<file path="src/rtl/alu_pkg.sv">
// Shared definitions for the multi-cycle ALU: op codes, FSM encoding, default widths.
package alu_pkg;

  localparam int DEFAULT_DATA_WIDTH = 32;
  localparam int DEFAULT_OP_WIDTH   = 4;
  localparam int DEFAULT_SHAMT_W    = 5;

  localparam logic [3:0] OP_ADD  = 4'b0000;
  localparam logic [3:0] OP_OR   = 4'b0001;
  localparam logic [3:0] OP_SUB  = 4'b0010;
  localparam logic [3:0] OP_AND  = 4'b0011;
  localparam logic [3:0] OP_XOR  = 4'b0100;
  localparam logic [3:0] OP_SLL  = 4'b0101;
  localparam logic [3:0] OP_SRL  = 4'b0110;
  localparam logic [3:0] OP_SRA  = 4'b0111;
  localparam logic [3:0] OP_SLT  = 4'b1000;
  localparam logic [3:0] OP_SLTU = 4'b1001;
  localparam logic [3:0] OP_MUL  = 4'b1010;

  typedef enum logic [1:0] {
    ST_IDLE  = 2'd0,
    ST_SHIFT = 2'd1,
    ST_MUL   = 2'd2
  } state_t;

  function automatic logic is_shift_op(input logic [3:0] op);
    return (op == OP_SLL) || (op == OP_SRL) || (op == OP_SRA);
  endfunction

endpackage

</file>
<file path="src/rtl/alu_iter_mul.sv">
// Iterative shift-add multiplier: one multiplier bit (LSB first) per step,
// DATA_WIDTH steps per product, low DATA_WIDTH bits kept.
module alu_iter_mul #(
  parameter int DATA_WIDTH = 32
) (
  input  logic                  clk,
  input  logic                  reset,
  input  logic                  load,
  input  logic                  step,
  input  logic [DATA_WIDTH-1:0] a,
  input  logic [DATA_WIDTH-1:0] b,
  output logic [DATA_WIDTH-1:0] product,
  output logic                  last
);

  localparam int CNT_W = $clog2(DATA_WIDTH + 1);

  logic [DATA_WIDTH-1:0] acc;
  logic [DATA_WIDTH-1:0] mcand;
  logic [DATA_WIDTH-1:0] mplier;
  logic [CNT_W-1:0]      cnt;

  // Accumulator value after the current step; on the final step this is the product.
  assign product = acc + (mplier[0] ? mcand : '0);
  assign last    = (cnt == CNT_W'(1));

  // Load operands on start, then add/shift once per step until the counter empties.
  always_ff @(posedge clk or posedge reset) begin
    if (reset) begin
      acc    <= '0;
      mcand  <= '0;
      mplier <= '0;
      cnt    <= '0;
    end else if (load) begin
      acc    <= '0;
      mcand  <= a;
      mplier <= b;
      cnt    <= CNT_W'(DATA_WIDTH);
    end else if (step) begin
      acc    <= product;
      mcand  <= {mcand[DATA_WIDTH-2:0], 1'b0};
      mplier <= {1'b0, mplier[DATA_WIDTH-1:1]};
      cnt    <= cnt - CNT_W'(1);
    end
  end

endmodule

</file>
<file path="src/rtl/alu_multicycle.sv">
// Multi-cycle execute-stage ALU with start/busy/done handshake.
// Logic/arith ops take one cycle; shifts iterate one bit per cycle.
// Optional iterative multiplier for op 1010 is built when ALU_MUL_EN is defined.
module alu_multicycle
  import alu_pkg::*;
#(
  parameter int DATA_WIDTH = DEFAULT_DATA_WIDTH,
  parameter int OP_WIDTH   = DEFAULT_OP_WIDTH,
  parameter int SHAMT_W    = DEFAULT_SHAMT_W
) (
  input  logic                  clk,
  input  logic                  reset,
  input  logic                  start_i,
  input  logic [OP_WIDTH-1:0]   ALU_Operation_i,
  input  logic [DATA_WIDTH-1:0] A_i,
  input  logic [DATA_WIDTH-1:0] B_i,
  output logic [DATA_WIDTH-1:0] result_o,
  output logic                  zero_o,
  output logic                  busy_o,
  output logic                  done_o
);

  state_t                state, next_state;
  logic [OP_WIDTH-1:0]   op_q;
  logic [DATA_WIDTH-1:0] shift_reg, shift_next, simple_result, result_d;
  logic [SHAMT_W-1:0]    shift_cnt, shamt;
  logic                  shift_load, shift_step, shift_last, simple_done, finish;
  logic                  mul_finish;
  logic [DATA_WIDTH-1:0] mul_result;

  assign shamt      = B_i[SHAMT_W-1:0];
  assign shift_last = (shift_cnt == SHAMT_W'(1));
  assign busy_o     = (state != ST_IDLE);
  assign zero_o     = (result_o == '0);

`ifdef ALU_MUL_EN
  logic mul_load, mul_step, mul_last;

  alu_iter_mul #(.DATA_WIDTH(DATA_WIDTH)) u_mul (
    .clk     (clk),
    .reset   (reset),
    .load    (mul_load),
    .step    (mul_step),
    .a       (A_i),
    .b       (B_i),
    .product (mul_result),
    .last    (mul_last)
  );

  assign mul_finish = mul_step & mul_last;
`else
  assign mul_result = '0;
  assign mul_finish = 1'b0;
`endif

  // State register.
  always_ff @(posedge clk or posedge reset) begin
    if (reset) state <= ST_IDLE;
    else       state <= next_state;
  end

  // Next-state and control strobes; a request is only looked at in IDLE.
  always_comb begin
    // NOTE: every output of this block gets a default first, so no path can infer a latch.
    next_state  = state;
    simple_done = 1'b0;
    shift_load  = 1'b0;
    shift_step  = 1'b0;
`ifdef ALU_MUL_EN
    mul_load    = 1'b0;
    mul_step    = 1'b0;
`endif
    case (state)
      ST_IDLE: begin
        if (start_i) begin
          if (is_shift_op(ALU_Operation_i) && (shamt != '0)) begin
            shift_load = 1'b1;
            next_state = ST_SHIFT;
          end
`ifdef ALU_MUL_EN
          else if (ALU_Operation_i == OP_MUL) begin
            mul_load   = 1'b1;
            next_state = ST_MUL;
          end
`endif
          else begin
            simple_done = 1'b1;
          end
        end
      end
      ST_SHIFT: begin
        shift_step = 1'b1;
        if (shift_last) next_state = ST_IDLE;
      end
`ifdef ALU_MUL_EN
      ST_MUL: begin
        mul_step = 1'b1;
        if (mul_last) next_state = ST_IDLE;
      end
`endif
      default: next_state = ST_IDLE;
    endcase
  end

  // Single-cycle results; a shift by zero passes A straight through.
  always_comb begin
    simple_result = '0;
    case (ALU_Operation_i)
      OP_ADD:  simple_result = A_i + B_i;
      OP_OR:   simple_result = A_i | B_i;
      OP_SUB:  simple_result = A_i - B_i;
      OP_AND:  simple_result = A_i & B_i;
      OP_XOR:  simple_result = A_i ^ B_i;
      OP_SLL,
      OP_SRL,
      OP_SRA:  simple_result = A_i;
      OP_SLT:  simple_result = DATA_WIDTH'($signed(A_i) < $signed(B_i));
      OP_SLTU: simple_result = DATA_WIDTH'(A_i < B_i);
      default: simple_result = '0;
    endcase
  end

  // One-bit shift step for the latched shift op; SRA replicates the sign bit.
  always_comb begin
    case (op_q)
      OP_SLL:  shift_next = {shift_reg[DATA_WIDTH-2:0], 1'b0};
      OP_SRA:  shift_next = {shift_reg[DATA_WIDTH-1], shift_reg[DATA_WIDTH-1:1]};
      default: shift_next = {1'b0, shift_reg[DATA_WIDTH-1:1]};
    endcase
  end

  // Select the value written to result_o on the completing edge.
  always_comb begin
    finish = simple_done | (shift_step & shift_last) | mul_finish;
    if (simple_done)     result_d = simple_result;
    else if (shift_step) result_d = shift_next;
    else                 result_d = mul_result;
  end

  // Datapath registers: result/done on completion, shifter load and iteration.
  always_ff @(posedge clk or posedge reset) begin
    if (reset) begin
      result_o  <= '0;
      done_o    <= 1'b0;
      shift_reg <= '0;
      shift_cnt <= '0;
      op_q      <= '0;
    end else begin
      // NOTE: non-blocking assignments so every register here samples pre-edge values.
      done_o <= finish;
      if (finish) result_o <= result_d;
      if (shift_load) begin
        shift_reg <= A_i;
        shift_cnt <= shamt;
        op_q      <= ALU_Operation_i;
      end else if (shift_step) begin
        shift_reg <= shift_next;
        shift_cnt <= shift_cnt - SHAMT_W'(1);
      end
    end
  end

endmodule
</file>
<file path="config.mk">
export PLATFORM = sky130hd
export DESIGN_NAME = alu_multicycle
export DESIGN_NICKNAME = d
export VERILOG_FILES = /design/src/rtl/alu_pkg.sv /design/src/rtl/alu_iter_mul.sv /design/src/rtl/alu_multicycle.sv
export SDC_FILE = /design/constraint.sdc
export NUM_CORES = 1
export LEC_CHECK = 0
export ABC_AREA = 0
export CORE_UTILIZATION = 50
export CTS_BUF_LIST = sky130_fd_sc_hd__clkbuf_2
export CTS_CLUSTER_DIAMETER = 50
export DETAILED_ROUTE_END_ITERATION = 10
export HOLD_SLACK_MARGIN = 0.15
export PLACE_DENSITY = 0.72
export SYNTH_ARGS = -nofsm -noshare
export SYNTH_HDL_FRONTEND = slang
export SYNTH_SLANG_ARGS = --single-unit
</file>
<file path="constraint.sdc">
create_clock -name clk -period 3.5 [get_ports clk]
set_clock_uncertainty 0.1 [all_clocks]
set_input_delay 0.7 -clock clk [delete_from_list [all_inputs] [get_ports clk]]
set_output_delay 0.7 -clock clk [all_outputs]
set_load 0.01 [all_outputs]
</file>
# Word-level counts from Yosys, hierarchy flattened
# Cells that the tools add are included.
# word_totals
in_bits	71
ff_bits	76
output_inout_bits	35
# op_classes
magnitude_cmp	2
n_eq_ne	16
n_bitwise	5
n_mux	19
addsub	3
reduce_logical	11
# ops
operator	count
one-hot mux 32 bit (8 select lines)	1
two-way mux 32 bit	4
< comparator 32 bit	2
one-hot mux 32 bit (2 select lines)	1
adder 32 bit	1
AND 32 bit	1
logical NOT 32 bit	1
OR 32 bit	1
subtractor 32 bit	1
XOR 32 bit	1
== test 4 x 3 -> 1 bit (second input constant)	6
two-way mux 5 bit	2
== test 4 x 2 -> 1 bit (second input constant)	2
== test 4 bit (second input constant)	2
two-way mux 1 bit	7
two-way mux 2 bit	3
inequality test 2 bit (second input constant)	3
== test 5 x 1 -> 1 bit (second input constant)	1
nonzero test 5 bit	1
subtractor 5 x 1 -> 5 bit (second input constant)	1
== test 4 x 1 -> 1 bit (second input constant)	1
logical NOT 4 bit	1
one-hot mux 2 bit (2 select lines)	1
nonzero test 2 bit	2
other kinds (8)	9

# Logic depth before layout (Yosys ltp)
# Gate-level depths: netlist of the first run.
# depth
word_depth	8
mapped_depth	12
ltp_nobuf	12

# Worst setup path after synthesis of the first run
# OpenSTA, ideal clock, no wires.
# synth_timing
kind	input port to flip-flop
from	input A_i[0]
to	register result_o[0]
setup_time_ps	132
stages	12
t_arrival_ps	3083
required_ps	3268
path_slack_ps	185
path_cell_list	inv_1 -> ha_1 -> fa_1 -> nor2_1 -> o21a_1 -> a21oi_1 -> o41a_4 -> o31ai_4 -> a31oi_1 -> or3_1 -> a21oi_1 -> o21ai_1
# synth_between
elab_chain_len	3
# synth_rtl
item	line_no	text
start, declared	alu_multicycle.sv:15	input logic [DATA_WIDTH-1:0] A_i,
subtractor 32 bit, or another cell as far along	alu_multicycle.sv:111	OP_SUB: simple_result = A_i - B_i;
one-hot mux 32 bit (8 select lines) *	alu_multicycle.sv:108	case (ALU_Operation_i)
two-way mux 32 bit *	alu_multicycle.sv:135	if (simple_done) result_d = simple_result;
end signal, assigned	alu_multicycle.sv:151	if (finish) result_o <= result_d;
end, declared	alu_multicycle.sv:17	output logic [DATA_WIDTH-1:0] result_o,
# Mark *: on every way between the ends. The rest lies on a longest branch, timed or not.
# A chain may end at the register's enable or synchronous reset.

# Worst setup path in the final report of the first run
# layout_timing
from	input A_i[0]
to	register result_o[18]
# layout_between
elab_chain_len	3
# layout_rtl
item	line_no
subtractor 32 bit or adder 32 bit (tied branches)	alu_multicycle.sv:111, alu_multicycle.sv:109
one-hot mux 32 bit (8 select lines) *	alu_multicycle.sv:108
two-way mux 32 bit *	alu_multicycle.sv:135
# Marks and branches as above.

==> summary.md, run 1 <==
| Metric | Value |
|---|---|
| Io pins | `106` |
| Wire length per cell | `~21 um` |
| Asr flop ratio synth | `100%` |
| Clk slew on worst S/H paths | `~0.24 ns` |
| Placeable Area | `18,100 um^2` |
| Period utilization | `96.7%` |
| Unique masters post-synth | `88` |
| Slew of the pin with the lowest slew margin | `0.575 ns` |
| Fmax | `0.296 GHz` |
| EDFF count, synth | `0` |
| Synthesized area | `9270 um^2` |
| Design Area, Final | `approximately 13,000 um^2` |
| DRT iter0 DRCs | `1,233` |
| CP top delay family | `compound AO/OA/AOI/OAI gates` |
| Crit. End Element | `flop` |
| Routability-driven placement congestion ratio | `1.00` |
| Crit Path Class | `in2reg` |
| Pwr dens | `just over 400 nW/um^2` |
| Die Y-Extent | `138 um` |
| Nets@finish | `1,743` |
| Commonest non-fill, non-tap cell in the layout | `buf_4` |
| Pre-CTS setup slack | `-0.526 ns` |
| I/O Buffers | `105` |
| Drt first pass iters | `9` |
| Fillers | `1,548` |
| Fin. max-slew vios | `0` |
| Worst-Skew Late Latency | `0.60 ns` |
| LEAKAGE | `5.94 nW` |
| R2r setup slk | `0.91 ns` |
| Post-synthesis cell count | `~1,200` |
| HPWL after detailed placement | `29.5 mm` |
| Most used cells in the layout excluding fill and tap cells | `269 x buf_4, 140 x nor2_1, 124 x a21oi_1, 115 x ha_1, 105 x clkdlybuf4s50_1` |
| Initial Util | `51.3%` |
| Multi-input gate area | `roughly 6800 um^2` |
| CTS tree | `done` |
| CTS H-tree lvls | `3` |
| Total GRT Usage | `38.8%` |
| First-pass GRT wire length | `57.8 mm` |
| Largest stage delay on the critical path | `0.51 ns` |
| Setup Buffers After CTS | `0` |
| Total Power | `5.09 mW` |
| Buf/Inv on CP | `2` |
| Num CTS Buffers | `9` |
| Largest net degree at the start of global routing | `56` |
| Vias in the first global route | `between 10,000 and 15,000` |
| Critical Path Slowest Stage Cell | `clkdlybuf4s50_1` |
| Placed Cells | `around 1,800` |
| Rel. slew slack | `60.7%` |
| Crit-path cells | `clkdlybuf4s50_1, inv_1, ha_1, fa_1, nor2_1, o21a_1, a21oi_1, o41a_4, o31ai_1, o31ai_1, a221o_1, a21oi_1, o221ai_1` |
| VDD IR-drop max | `approximately 0.00026 V` |
| Initial antenna violation count | `1` |
| Max clock buf depth | `2` |
| Via density | `6.15` |
| RSZ-0062 raised after global routing | `false` |
| Crit path max fanout | `6` |
| DR vias | `11,000` |
| Core Rows | `49` |
| Final setup vio count | `0` |
| Crit path launch | `A_i[0]` |
| R2R Path End | `result_o[30]` |
| Routed Antenna Nets | `0` |
| Final Hold Fails | `0` |
| Die X | `138 um` |
| Worst r2r src | `op_q[3]` |
| Die area | `about 19,000 um^2` |
| Clock root cell | `clkbuf_2` |
| WL final | `37.2 mm` |
| Placed instance area | `12,500 um^2` |
| Hold Crit Class | `in2async` |
| FF-to-FF path depth | `11` |
| Final WS setup | `0.117 ns` |
| # DRC | `14` |
| Crit path capture | `result_o[18]` |
| Syn_nets | `1,429` |
| Max Cap Viol | `0` |
| CP startpoint kind | `input pin` |
| Final Critical Period | `3.38 ns` |
| Post-synthesis register bit count | `75` |
| Avg Inst Size Synth | `7.47 um^2` |
| FF/Latch Area | `roughly 1900 um^2` |
| Worst Path Arrival | `3.78 ns` |
| GR Overflow Total | `0` |
| Crit path depth | `13` |
| Synth Flop Type | `dfrtp_1` |
| Failing checks | `design-rule violations` |
| Layout cell share with drive strength beyond 1 | `23.1%` |
| Sequential fraction of the synthesis area | `20.2%` |
| Status | `finished with violations` |
| Clock sink count | `75` |
| CP required | `3.90 ns` |
| Synth Warn # | `0` |
| Area grow syn2layout | `36.6%` |
| Fin cells | `between 1,500 and 2,000` |
## metal layers
| metal | GRT usage [%] | share of wire [%] | vias to the layer above |
|---|---|---|---|
| met5 | 0 | 0 | - |
| met1 | 57.9 | 46 | 5168 |
| met3 | 8.45 | 11 | 81 |
| met2 | 55.1 | 41 | 603 |
| met4 | 11.7 | 2.6 | 0 |
| li1 | - | - | 5158 |
## repair_timing
action	in CTS	in global routing
resized for setup	0	8
hold buffers	0	0
setup endpoints to repair	0	4
## how the worst min path moves through the flow
stage	start	endpoint	slack, ns	cells past startpoint
2_1_floorplan	op_q[2]	op_q[2]	0.35	1
3_3_place_gp	op_q[2]	op_q[2]	0.36	1
3_5_place_dp	op_q[2]	op_q[2]	0.39	1
4_1_cts	reset	shift_reg[29]	0.32	2
5_1_grt	reset	shift_reg[29]	0.32	2
6_report	reset	result_o[24]	0.30	2
## through the flow
stage	util [%]	TNS (ns)	hold WS [ns]
2_1_floorplan	-	0	0.346
3_3_place_gp	69.1	-7.92	0.363
3_5_place_dp	69.1	-9.12	0.389
4_1_cts	69.7	0	0.323
5_1_grt	70.0	0	0.316
6_report	70.0	0	0.297
## synthesized netlist by cell type, drive strengths merged (12+ instances only)
library cell    n  share of area [%]
nor2          144                5.9
nand2         100                4.1
nor3           21                1.2
nor2b          12               0.81
a221o          17                1.8
nor4           16                1.1
ha            115                 16
clkbuf         62                2.5
a21oi         127                6.9
mux2i          12                1.3
o21ai         100                5.4
o21bai         22                1.8
mux2           27                3.3
dfrtp          75                 20
buf            18               0.86
a221oi         25                2.4
nand3          26                1.4
o31ai          16                1.6
a31oi          26                1.9
inv            99                4.0
## layout make-up
class | count | share of cell area [%]
clock buffers | 9 | 0.356
diodes | 1 | 0.0198
multi-input cells | 986 | 53.4
clock inverters | 6 | 0.533
well taps | 229 | 2.26
flip-flops and latches | 75 | 14.8
inverters | 100 | 2.96
repair buffers | 383 | 25.6
## power breakdown
group          switching (mW)  internal (mW)
combinational            1.57           1.46
sequential              0.339           1.22
clock                   0.346          0.161
## logic make-up after synthesis
logic type / Yosys count / share of synthesized area [%]
compound gates: 447 / 32.2
simple gates: 376 / 18.9
xor+xnor: 7 / 0.661
buf+inv: 180 / 7.42
fa+ha+maj: 117 / 15.9
flops: 75 / 20.2
mux: 39 / 4.57
(Power assumes the default switching activity.)
==> run 2, diff against run 1 <==
CORE_UTILIZATION = 27   (was 50)
PLACE_DENSITY = not set   (was 0.72)
==> summary.md, run 2 (synthesis results as in run 1) <==
| Metric | Value |
|---|---|
| Status | `complete, no violations (was finished with violations)` |
| GR Overflow Total | `0 (unchanged)` |
| Fin. max-slew vios | `0 (unchanged)` |
| First-pass GRT wire length | `60.9 mm (was 57.8 mm)` |
| Crit. End Element | `primary output (was flop)` |
| Wire length per cell | `19.6 um (was 20.8 um)` |
| Placeable Area | `33,700 um^2 (was 18,100 um^2)` |
| Most used cells in the layout excluding fill and tap cells | `279 x buf_4, 139 x nor2_1, 122 x a21oi_1, 113 x ha_1, 103 x clkdlybuf4s50_1 (was 269 x buf_4, 140 x nor2_1, 124 x a21oi_1, 115 x ha_1, 105 x clkdlybuf4s50_1)` |
| R2R Path End | `result_o[30] (unchanged)` |
| LEAKAGE | `6.01 nW (was 5.94 nW)` |
| Io pins | `106 (unchanged)` |
| Die Y-Extent | `187 um (was 138 um)` |
| FF-to-FF path depth | `10 (was 11)` |
| Hold Crit Class | `in2async (unchanged)` |
| Largest stage delay on the critical path | `0.56 ns (was 0.51 ns)` |
| Critical Path Slowest Stage Cell | `clkdlybuf4s50_1 (unchanged)` |
| Worst Path Arrival | `2.66 ns (was 3.78 ns)` |
| # DRC | `0 (was 14)` |
| Crit Path Class | `reg2out (was in2reg)` |
| Final WS setup | `0.0394 ns (was 0.117 ns)` |
| Layout cell share with drive strength beyond 1 | `24.2% (was 23.1%)` |
| Num CTS Buffers | `9 (unchanged)` |
| Die area | `35,100 um^2 (was 19,100 um^2)` |
| Clock root cell | `clkbuf_2 (unchanged)` |
| Routed Antenna Nets | `0 (unchanged)` |
| Total Power | `5.04 mW (was 5.09 mW)` |
| Via density | `5.38 (was 6.15)` |
| Initial antenna violation count | `1 (unchanged)` |
| Hold_buf cts | `0 (unchanged)` |
| CTS H-tree lvls | `3 (unchanged)` |
| Nets@finish | `1,753 (was 1,743)` |
| Pre-CTS setup slack | `-0.615 ns (was -0.526 ns)` |
| Routability-driven placement congestion ratio | `0.971 (was 1.00)` |
| Rel. slew slack | `51.9% (was 60.7%)` |
| Clk slew on worst S/H paths | `0.24 ns (about the same)` |
| Die X | `187 um (was 138 um)` |
| R2r setup slk | `0.78 ns (was 0.91 ns)` |
| Total GRT Usage | `22.1% (was 38.8%)` |
| Largest net degree at the start of global routing | `76 (was 56)` |
| Fmax | `0.289 GHz (was 0.296 GHz)` |
| WL final | `39.5 mm (was 37.2 mm)` |
| Pwr dens | `386 nW/um^2 (was 402 nW/um^2)` |
| Max clock buf depth | `2 (unchanged)` |
| HPWL after detailed placement | `31.9 mm (was 29.5 mm)` |
| CTS tree | `done (unchanged)` |
| DR vias | `10,900 (was 11,000)` |
| Worst-Skew Late Latency | `0.57 ns (was 0.60 ns)` |
| Fillers | `3,536 (was 1,548)` |
| Drt first pass iters | `6 (was 9)` |
| Area grow syn2layout | `40.8% (was 36.6%)` |
| Period utilization | `98.9% (was 96.7%)` |
| Worst r2r src | `op_q[1] (was op_q[3])` |
| Crit path max fanout | `3 (was 6)` |
| Initial Util | `27.5% (was 51.3%)` |
| CP startpoint kind | `flop (was input pin)` |
| I/O Buffers | `105 (unchanged)` |
| Vias in the first global route | `10,500 (was 10,400)` |
| VDD IR-drop max | `0.000223 V (was 0.000262 V)` |
| CP required | `2.70 ns (was 3.90 ns)` |
| Commonest non-fill, non-tap cell in the layout | `buf_4 (unchanged)` |
| Slew of the pin with the lowest slew margin | `0.716 ns (was 0.575 ns)` |
| Clock sink count | `75 (unchanged)` |
| Hold_ws | `0.396 ns (was 0.297 ns)` |
| Setup TNS | `0 ns (unchanged)` |
| DRT iter0 DRCs | `853 (was 1,233)` |
| Crit-path cells | `nor4_1, nand4_1, nor2_1, clkdlybuf4s50_1 (was clkdlybuf4s50_1, inv_1, ha_1, fa_1, nor2_1, o21a_1, a21oi_1, o41a_4, o31ai_1, o31ai_1, a221o_1, a21oi_1, o221ai_1)` |
| Core Rows | `67 (was 49)` |
| Final Critical Period | `3.46 ns (was 3.38 ns)` |
| Final Hold Fails | `0 (unchanged)` |
| Final setup vio count | `0 (unchanged)` |
| Max Cap Viol | `0 (unchanged)` |
==> run 2: layout make-up <==
type,instances,area [um^2],area share [%]
timing repair buffer,393,3320,25.5
inverter,100,377,2.89
clock buffer,10,50.0,0.383
clock inverter,5,21.3,0.163
antenna,1,2.50,0.0192
sequential,75,1880,14.4
tap,448,561,4.29
multi-input combinational,986,6840,52.4
==> run 2: routing by layer <==
metal / up-vias / part of all wire [%] / routed length (um) / track usage, %
met5: - / 0 / 0 / 0
li1: 5158 / - / - / -
met1: 5219 / 47 / 18800 / 31.8
met3: 71 / 6.9 / 2720 / 3.41
met2: 412 / 42 / 16800 / 33.2
met4: 0 / 3.2 / 1250 / 7.82
==> run 2: through the flow <==
| step | util, % | area (um^2) | instances |
|---|---|---|---|
| 2_1_floorplan | - | 9270 | 1241 |
| 3_3_place_gp | 38.1 | 12800 | 1999 |
| 3_5_place_dp | 38.1 | 12800 | 1999 |
| 4_1_cts | 38.3 | 12900 | 2014 |
| 5_1_grt | 38.7 | 13100 | 2018 |
| 6_report | 38.7 | 13100 | 2018 |
==> run 2: power by group <==
part	switching (mW)	internal [mW]	total, mW	leakage [nW]
registers	0.368	1.22	1.58	0.944
clock network	0.317	0.0835	0.400	0.0541
logic	1.59	1.47	3.06	5.01
==> run 2: timing repair <==
item                                    in CTS  in global routing
pin swaps                                    0                  7
resized for setup                            2                 24
buffers inserted                             0                  3
endpoints found under the setup margin       2                 15
==> run 2: critical path: cells and delay by family, from the launching register on <==
kind / cells / cell delay, ns
buffers and inverters: 1 / 0.56
and+or+nand+nor: 3 / 1.05
DFF: 1 / 0.47
==> run 2: worst max path at each step <==
stage / from / end / slack (ns) / cells past startpoint
5_1_grt: B_i[0] / result_o[0] / -0.02 / 12
4_1_cts: A_i[0] / result_o[22] / 0.009 / 13
3_3_place_gp: A_i[0] / result_o[18] / -0.64 / 13
3_5_place_dp: A_i[1] / result_o[18] / -0.61 / 12
2_1_floorplan: A_i[0] / result_o[0] / 0.18 / 12
6_report: result_o[24] / zero_o / 0.04 / 4
==> run 3, diff against run 2 <==
ABC_AREA = 1   (was 0)
==> summary.md, run 3 <==
| Metric | Value |
|---|---|
| Status | `complete, no violations (unchanged)` |
| Commonest non-fill, non-tap cell in the layout | `nand2_1 (was buf_4)` |
| Fmax | `0.315 GHz (was 0.289 GHz)` |
| CP required | `2.70 ns (about the same)` |
| HPWL after detailed placement | `35.6 mm (was 31.9 mm)` |
| Max clock buf depth | `2 (unchanged)` |
| Initial Util | `27.7% (was 27.5%)` |
| Synth Warn # | `0 (unchanged)` |
| Unique masters post-synth | `36 (was 88)` |
| Largest net degree at the start of global routing | `63 (was 76)` |
| Core Rows | `70 (was 67)` |
| Routability-driven placement congestion ratio | `0.973 (was 0.971)` |
| DRT iter0 DRCs | `1,157 (was 853)` |
| Clock root cell | `clkbuf_2 (unchanged)` |
| Crit. End Element | `primary output (unchanged)` |
| Hold_ws | `0.241 ns (was 0.396 ns)` |
| Die Y-Extent | `197 um (was 187 um)` |
| Worst Path Arrival | `2.37 ns (was 2.66 ns)` |
| I/O Buffers | `105 (unchanged)` |
| Biggest area consumer among synthesized cells | `dfrtp_1 (unchanged)` |
| Synthesized area | `10,200 um^2 (was 9270 um^2)` |
| Slew of the pin with the lowest slew margin | `0.796 ns (was 0.716 ns)` |
| GR Overflow Total | `0 (unchanged)` |
| # DRC | `0 (unchanged)` |
| CP startpoint kind | `flop (unchanged)` |
| CTS H-tree lvls | `3 (unchanged)` |
| Via density | `4.97 (was 5.38)` |
| LEAKAGE | `7.02 nW (was 6.01 nW)` |
| Setup TNS | `0 ns (unchanged)` |
| Hold Crit Class | `in2async (unchanged)` |
| Worst-Skew Late Latency | `0.60 ns (was 0.57 ns)` |
| Placed Cells | `2,438 (was 1,999)` |
| EDFF count, synth | `0 (unchanged)` |
| Worst r2r src | `state[0] (was op_q[1])` |
| Io pins | `106 (unchanged)` |
| Setup Buffers After CTS | `0 (unchanged)` |
| CTS tree | `done (unchanged)` |
| Syn_nets | `1,922 (was 1,429)` |
| DR vias | `12,200 (was 10,900)` |
| Asr flop ratio synth | `100% (unchanged)` |
| RSZ-0062 raised after global routing | `false` |
| Crit Path Class | `reg2out (unchanged)` |
| Synth cell count leaders | `491 x nand2_1, 348 x inv_1, 150 x nor2_1 (was 142 x nor2_1, 125 x a21oi_1, 115 x ha_1)` |
| Clk slew on worst S/H paths | `0.22 ns (was 0.24 ns)` |
| R2R Path End | `shift_reg[0] (was result_o[30])` |
| Initial antenna violation count | `1 (unchanged)` |
| Fin. max-slew vios | `0 (unchanged)` |
| Die area | `38,600 um^2 (was 35,100 um^2)` |
| R2r setup slk | `1.24 ns (was 0.78 ns)` |
| Drt first pass iters | `7 (was 6)` |
| Post-synthesis register bit count | `75 (unchanged)` |
| Final setup vio count | `0 (unchanged)` |
| CTS resizes | `0 (was 2)` |
| Crit path max fanout | `3 (unchanged)` |
| Die X | `197 um (was 187 um)` |
| Synth Flop Type | `dfrtp_1 (unchanged)` |
| Yosys top cell area share | `18.4% (was 20.2%)` |
| Wire length per cell | `17.5 um (was 19.6 um)` |
| First-pass GRT wire length | `66.1 mm (was 60.9 mm)` |
| Post-synthesis cell count | `1,734 (was 1,241)` |
| Total GRT Usage | `22.2% (was 22.1%)` |
| Avg Inst Size Synth | `5.90 um^2 (was 7.47 um^2)` |
| Total Power | `5.65 mW (was 5.04 mW)` |
| Synth area leaders | `dfrtp_1 18%, nand2_1 18%, ha_1 14% (was dfrtp_1 20%, ha_1 16%, a21oi_1 6.7%)` |
| VDD IR-drop max | `0.000170 V (was 0.000223 V)` |
| Num CTS Buffers | `9 (unchanged)` |
| Fin cells | `2,454 (was 2,018)` |
| Sequential fraction of the synthesis area | `18.4% (was 20.2%)` |
| Rel. slew slack | `46.8% (was 51.9%)` |
| Count leader, synth | `nand2_1 (was nor2_1)` |
| Vias in the first global route | `11,600 (was 10,500)` |
| Design Area, Final | `13,000 um^2 (was 13,100 um^2)` |
| Final Critical Period | `3.17 ns (was 3.46 ns)` |
| Area grow syn2layout | `26.7% (was 40.8%)` |
| Max Cap Viol | `0 (unchanged)` |
| Clock sink count | `75 (unchanged)` |
| Hold_buf cts | `0 (unchanged)` |
| FF-to-FF path depth | `6 (was 10)` |
| Final Hold Fails | `0 (unchanged)` |
| Most used cells in the layout excluding fill and tap cells | `491 x nand2_1, 347 x inv_1, 151 x buf_4, 150 x nor2_1, 132 x nand3_1 (was 279 x buf_4, 139 x nor2_1, 122 x a21oi_1, 113 x ha_1, 103 x clkdlybuf4s50_1)` |
| Placeable Area | `37,000 um^2 (was 33,700 um^2)` |
| Period utilization | `90.6% (was 98.9%)` |
| Pwr dens | `436 nW/um^2 (was 386 nW/um^2)` |
| Routed Antenna Nets | `0 (unchanged)` |
| WL final | `43.0 mm (was 39.5 mm)` |
| Placed instance area | `12,800 um^2 (about the same)` |
| Layout cell share with drive strength beyond 1 | `9.59% (was 24.2%)` |
| Nets@finish | `2,133 (was 1,753)` |
[run 3: critical path, cell delays in order (launching register included)]
cell	delay [ns]
dfrtp_1	0.48
nor4_1	0.40
nand4_1	0.23
nor2_1	0.14
clkdlybuf4s50_1	0.54
[run 3: how the worst max path moves through the flow]
stage	startpoint	to	depth (start not counted)
after CTS	result_o[6]	zero_o	4
after global routing	result_o[6]	zero_o	4
after global placement	A_i[27]	result_o[0]	16
final	result_o[6]	zero_o	4
after detailed placement	A_i[19]	result_o[24]	15
after floorplan	reset	done_o	1
[run 3: layout make-up]
cell class,count,area [um^2]
flip-flops and latches,75,1880
inverters,357,1340
multi-input cells,1244,6730
fillers,4150,24000
clock buffers,10,50.0
repair buffers,258,2220
clock inverters,5,103
well taps,504,631
diodes,1,2.50
[run 3: per-stage QoR]
stage          setup WS, ns  util, %
6_report              0.330     35.1
4_1_cts               0.153     35.0
3_5_place_dp       -0.00439     34.6
3_3_place_gp        0.00924     34.6
5_1_grt              0.0954     35.1
2_1_floorplan         0.790        -
[run 3: report_power, final]
part           internal, mW  switching [mW]
logic                  1.39            1.97
registers              1.29           0.353
clock network         0.305           0.335
total                  2.99            2.65
[run 3: kinds of logic (layout without fill, tap and decap cells)]
group                      after synthesis  after routing  share of synthesized area, %
AOI/OAI and AO/OA                      293            293                          17.4
DFF                                     75             75                          18.4
adders and majority gates              117            117                          14.5
and+or+nand+nor                        831            831                          33.6
buffers and inverters                  415            630                          15.9
other                                    0              1                             0
xor gates and xnor gates                 3              3                         0.257
[run 3: routing by layer]
layer  wire length (um)  part of all wire, %  global-route usage, %  vias up
li1                   -                    -                      -     5977
met2              18800                   44                   35.3      459
met3               3240                  7.5                   2.05       44
met5                  0                    0                      0        -
met1              20300                   47                   32.3     5706
met4                709                  1.6                   5.20        0
==> edit, RTL diff (settings of run 2) <==
Register the input `start_i` before use. The logic sees it one clock later. The other inputs are not delayed to match.
--- a/src/rtl/alu_multicycle.sv
+++ b/src/rtl/alu_multicycle.sv
@@ -19,6 +19,12 @@
   output logic                  busy_o,
   output logic                  done_o
 );
+
+  logic start_q;
+
+  always_ff @(posedge clk) begin
+    start_q <= start_i;
+  end
 
   state_t                state, next_state;
   logic [OP_WIDTH-1:0]   op_q;
@@ -72,7 +78,7 @@
 `endif
     case (state)
       ST_IDLE: begin
-        if (start_i) begin
+        if (start_q) begin
           if (is_shift_op(ALU_Operation_i) && (shamt != '0)) begin
             shift_load = 1'b1;
             next_state = ST_SHIFT;
Behaviour: not the same (a bounded check fails within 4 cycles, from zero or initial values and one cycle with reset high).
==> edit against run 2 <==
Sequential cell count rose by 1. Hold slack better by 13 ps. Routed wire length fell by 3.5%. Count of clock-buffer cells in the layout down 1. Total power increased by 2.8%. Final cell count fell by 3.9%. Synthesized area is 4.0% lower. Non-clock buffer count down 13. Synthesized cell count is 6.0% lower. Design area decreased by 3.3%. Worst setup slack better by 45 ps.
==> edit: results (changes against run 2) <==
\begin{tabular}{lr}
\hline
Metric & Value \\
\hline
\multicolumn{2}{l}{\textbf{Clock tree}} \\
H-tree level count & 3 (unchanged) \\
Skew-Pair Late Insertion Delay & 630 ps (+60 ps) \\
Post-CTS Setup Inserts & 0 (unchanged) \\
Worst-path clk slew & 220 ps (-20 ps) \\
\multicolumn{2}{l}{\textbf{Synthesis}} \\
Post-synth net total & 1,355 (-5.2\%) \\
Synth async-reset ratio & 0.987 (-0.0132) \\
Compound-gate portion of the synthesized area & 0.324 (+0.00216) \\
Sequential share of the synthesized area & 0.213 (+0.0108) \\
Count of different cell masters after synthesis & 93 (+5.7\%) \\
Synthesized-area fraction occupied by adder cells & 0.166 (+0.00671) \\
Main area contributors after synthesis & sky130\_fd\_sc\_hd\_\_dfrtp\_1 21\%, sky130\_fd\_sc\_hd\_\_ha\_1 16\%, sky130\_fd\_sc\_hd\_\_a21oi\_1 6.4\% \\
Xor/xnor cell area share of the yosys netlist & 0.0148 (+0.00815) \\
Synthesized instance count & 1,167 (-6.0\%) \\
Multiplexer area fraction after synthesis & 0.0143 (-0.0314) \\
Commonest cells in the netlist & 141 x sky130\_fd\_sc\_hd\_\_nand2\_1, 115 x sky130\_fd\_sc\_hd\_\_ha\_1, 113 x sky130\_fd\_sc\_hd\_\_a21oi\_1 \\
\multicolumn{2}{l}{\textbf{Place}} \\
Worst slack, placed & -655 ps (-40.9 ps) \\
HPWL Detailed & 30,700 um (-3.8\%) \\
Post-place instance area & 0.0123 sq mm (-4.0\%) \\
Gp weighted congestion & 0.996 (+2.6\%) \\
\multicolumn{2}{l}{\textbf{Global route}} \\
Global-route total usage across every layer & 0.223 (+0.00189) \\
Vias in the first global route & 9,954 (-5.1\%) \\
\multicolumn{2}{l}{\textbf{Power}} \\
Power Total & 5.18 mW (+2.8\%) \\
Clock network fraction of total power & 0.108 (+0.029) \\
Worst VDD drop & 0.259 mV (+16\%) \\
Portion of total power attributed to combinational logic & 0.583 (-0.024) \\
Total leakage power & 5.86 nW (-2.4\%) \\
\multicolumn{2}{l}{\textbf{Outcome}} \\
Result of the run & finished clean \\
\multicolumn{2}{l}{\textbf{Setup path}} \\
Data arrival time of the worst path & 3810 ps (+1150 ps) \\
R2r startpoint & shift\_cnt[1] \\
Peak per-stage delay on the critical path & 480 ps (-80 ps) \\
Max FO, Critical Path & 8 (+5) \\
Critical path startpoint & A\_i[14] \\
\multicolumn{2}{l}{\textbf{Route}} \\
Routed WL per cell & 19.7 um (+0.40\%) \\
Number of search-and-repair iterations in the first detailed-routing pass & 7 (+1) \\
Starting DRT DRC Count & 930 (+9.0\%) \\
Routed vias/inst & 5.35 (-0.64\%) \\
\multicolumn{2}{l}{\textbf{Timing}} \\
Transition time at the pin with the least slew margin & 964 ps (+249 ps) \\
\multicolumn{2}{l}{\textbf{Final layout}} \\
Total of fill cells in the finished design & 3,361 (-4.9\%) \\
Proportion of layout cells with a drive suffix above 1 & 0.244 (+0.00179) \\
Nets & 1,679 (-4.2\%) \\
\multicolumn{2}{l}{\textbf{Min path}} \\
Type of the tightest min-delay check & reg2reg \\
\hline
\end{tabular}
==> edit: cell count changes after synthesis, moves of 7 or more <==
cell                       before  now
sky130_fd_sc_hd__nand2_1       98  141
sky130_fd_sc_hd__a22oi_1        4   14
sky130_fd_sc_hd__o21bai_1      22   14
sky130_fd_sc_hd__clkbuf_1      62   39
sky130_fd_sc_hd__a31oi_1       24   14
sky130_fd_sc_hd__o211ai_1       8   20
sky130_fd_sc_hd__o21ai_1       13    6
sky130_fd_sc_hd__mux2_2        27    1
sky130_fd_sc_hd__o21ai_0       86   71
sky130_fd_sc_hd__nor2_1       142   86
sky130_fd_sc_hd__buf_2          7   17
sky130_fd_sc_hd__a221o_1       17   28
sky130_fd_sc_hd__a21oi_1      125  113
==> edit: worst paths after layout <==
kind | cells after the start | slack (ps) | end
max in group asynchronous | 3 | 2090 | op_q[3]
worst max register to register | 10 | 1000 | result_o[0]
worst min-delay path | 1 | 410 | op_q[2]
min in group asynchronous | 2 | 450 | shift_reg[7]
worst max-delay path | 13 | 80 | result_o[23]
worst min register to register | 1 | 410 | op_q[2]
==> edit: cell type report <==
class                           instances  area, sq um  area share
Timing Repair Buffer                  380         3170       0.251
Clock buffer                            9         45.0     0.00357
Inverter                              105          395      0.0313
Tap cell                              442          553      0.0438
Multi-Input combinational cell        919         6480       0.514
Antenna cell                            1         2.50    0.000198
Clock inverter                          7         80.1     0.00634
Sequential cell                        76         1900       0.150
==> edit: per-layer routing <==
metal  vias up  track usage  part of all wire
li1       4893            -                 -
met4         0       0.0613             0.026
met1      4967        0.313              0.45
met5         -            0                 0
met2       439        0.353              0.44
met3        69       0.0343             0.080
==> edit: critical path, delay by kind of cell <==
family                     cells  cell delay (ps)
AOI/OAI and AO/OA              7             1500
buffers and inverters          3              720
and+or+nand+nor                2              460
adders and majority gates      1              420
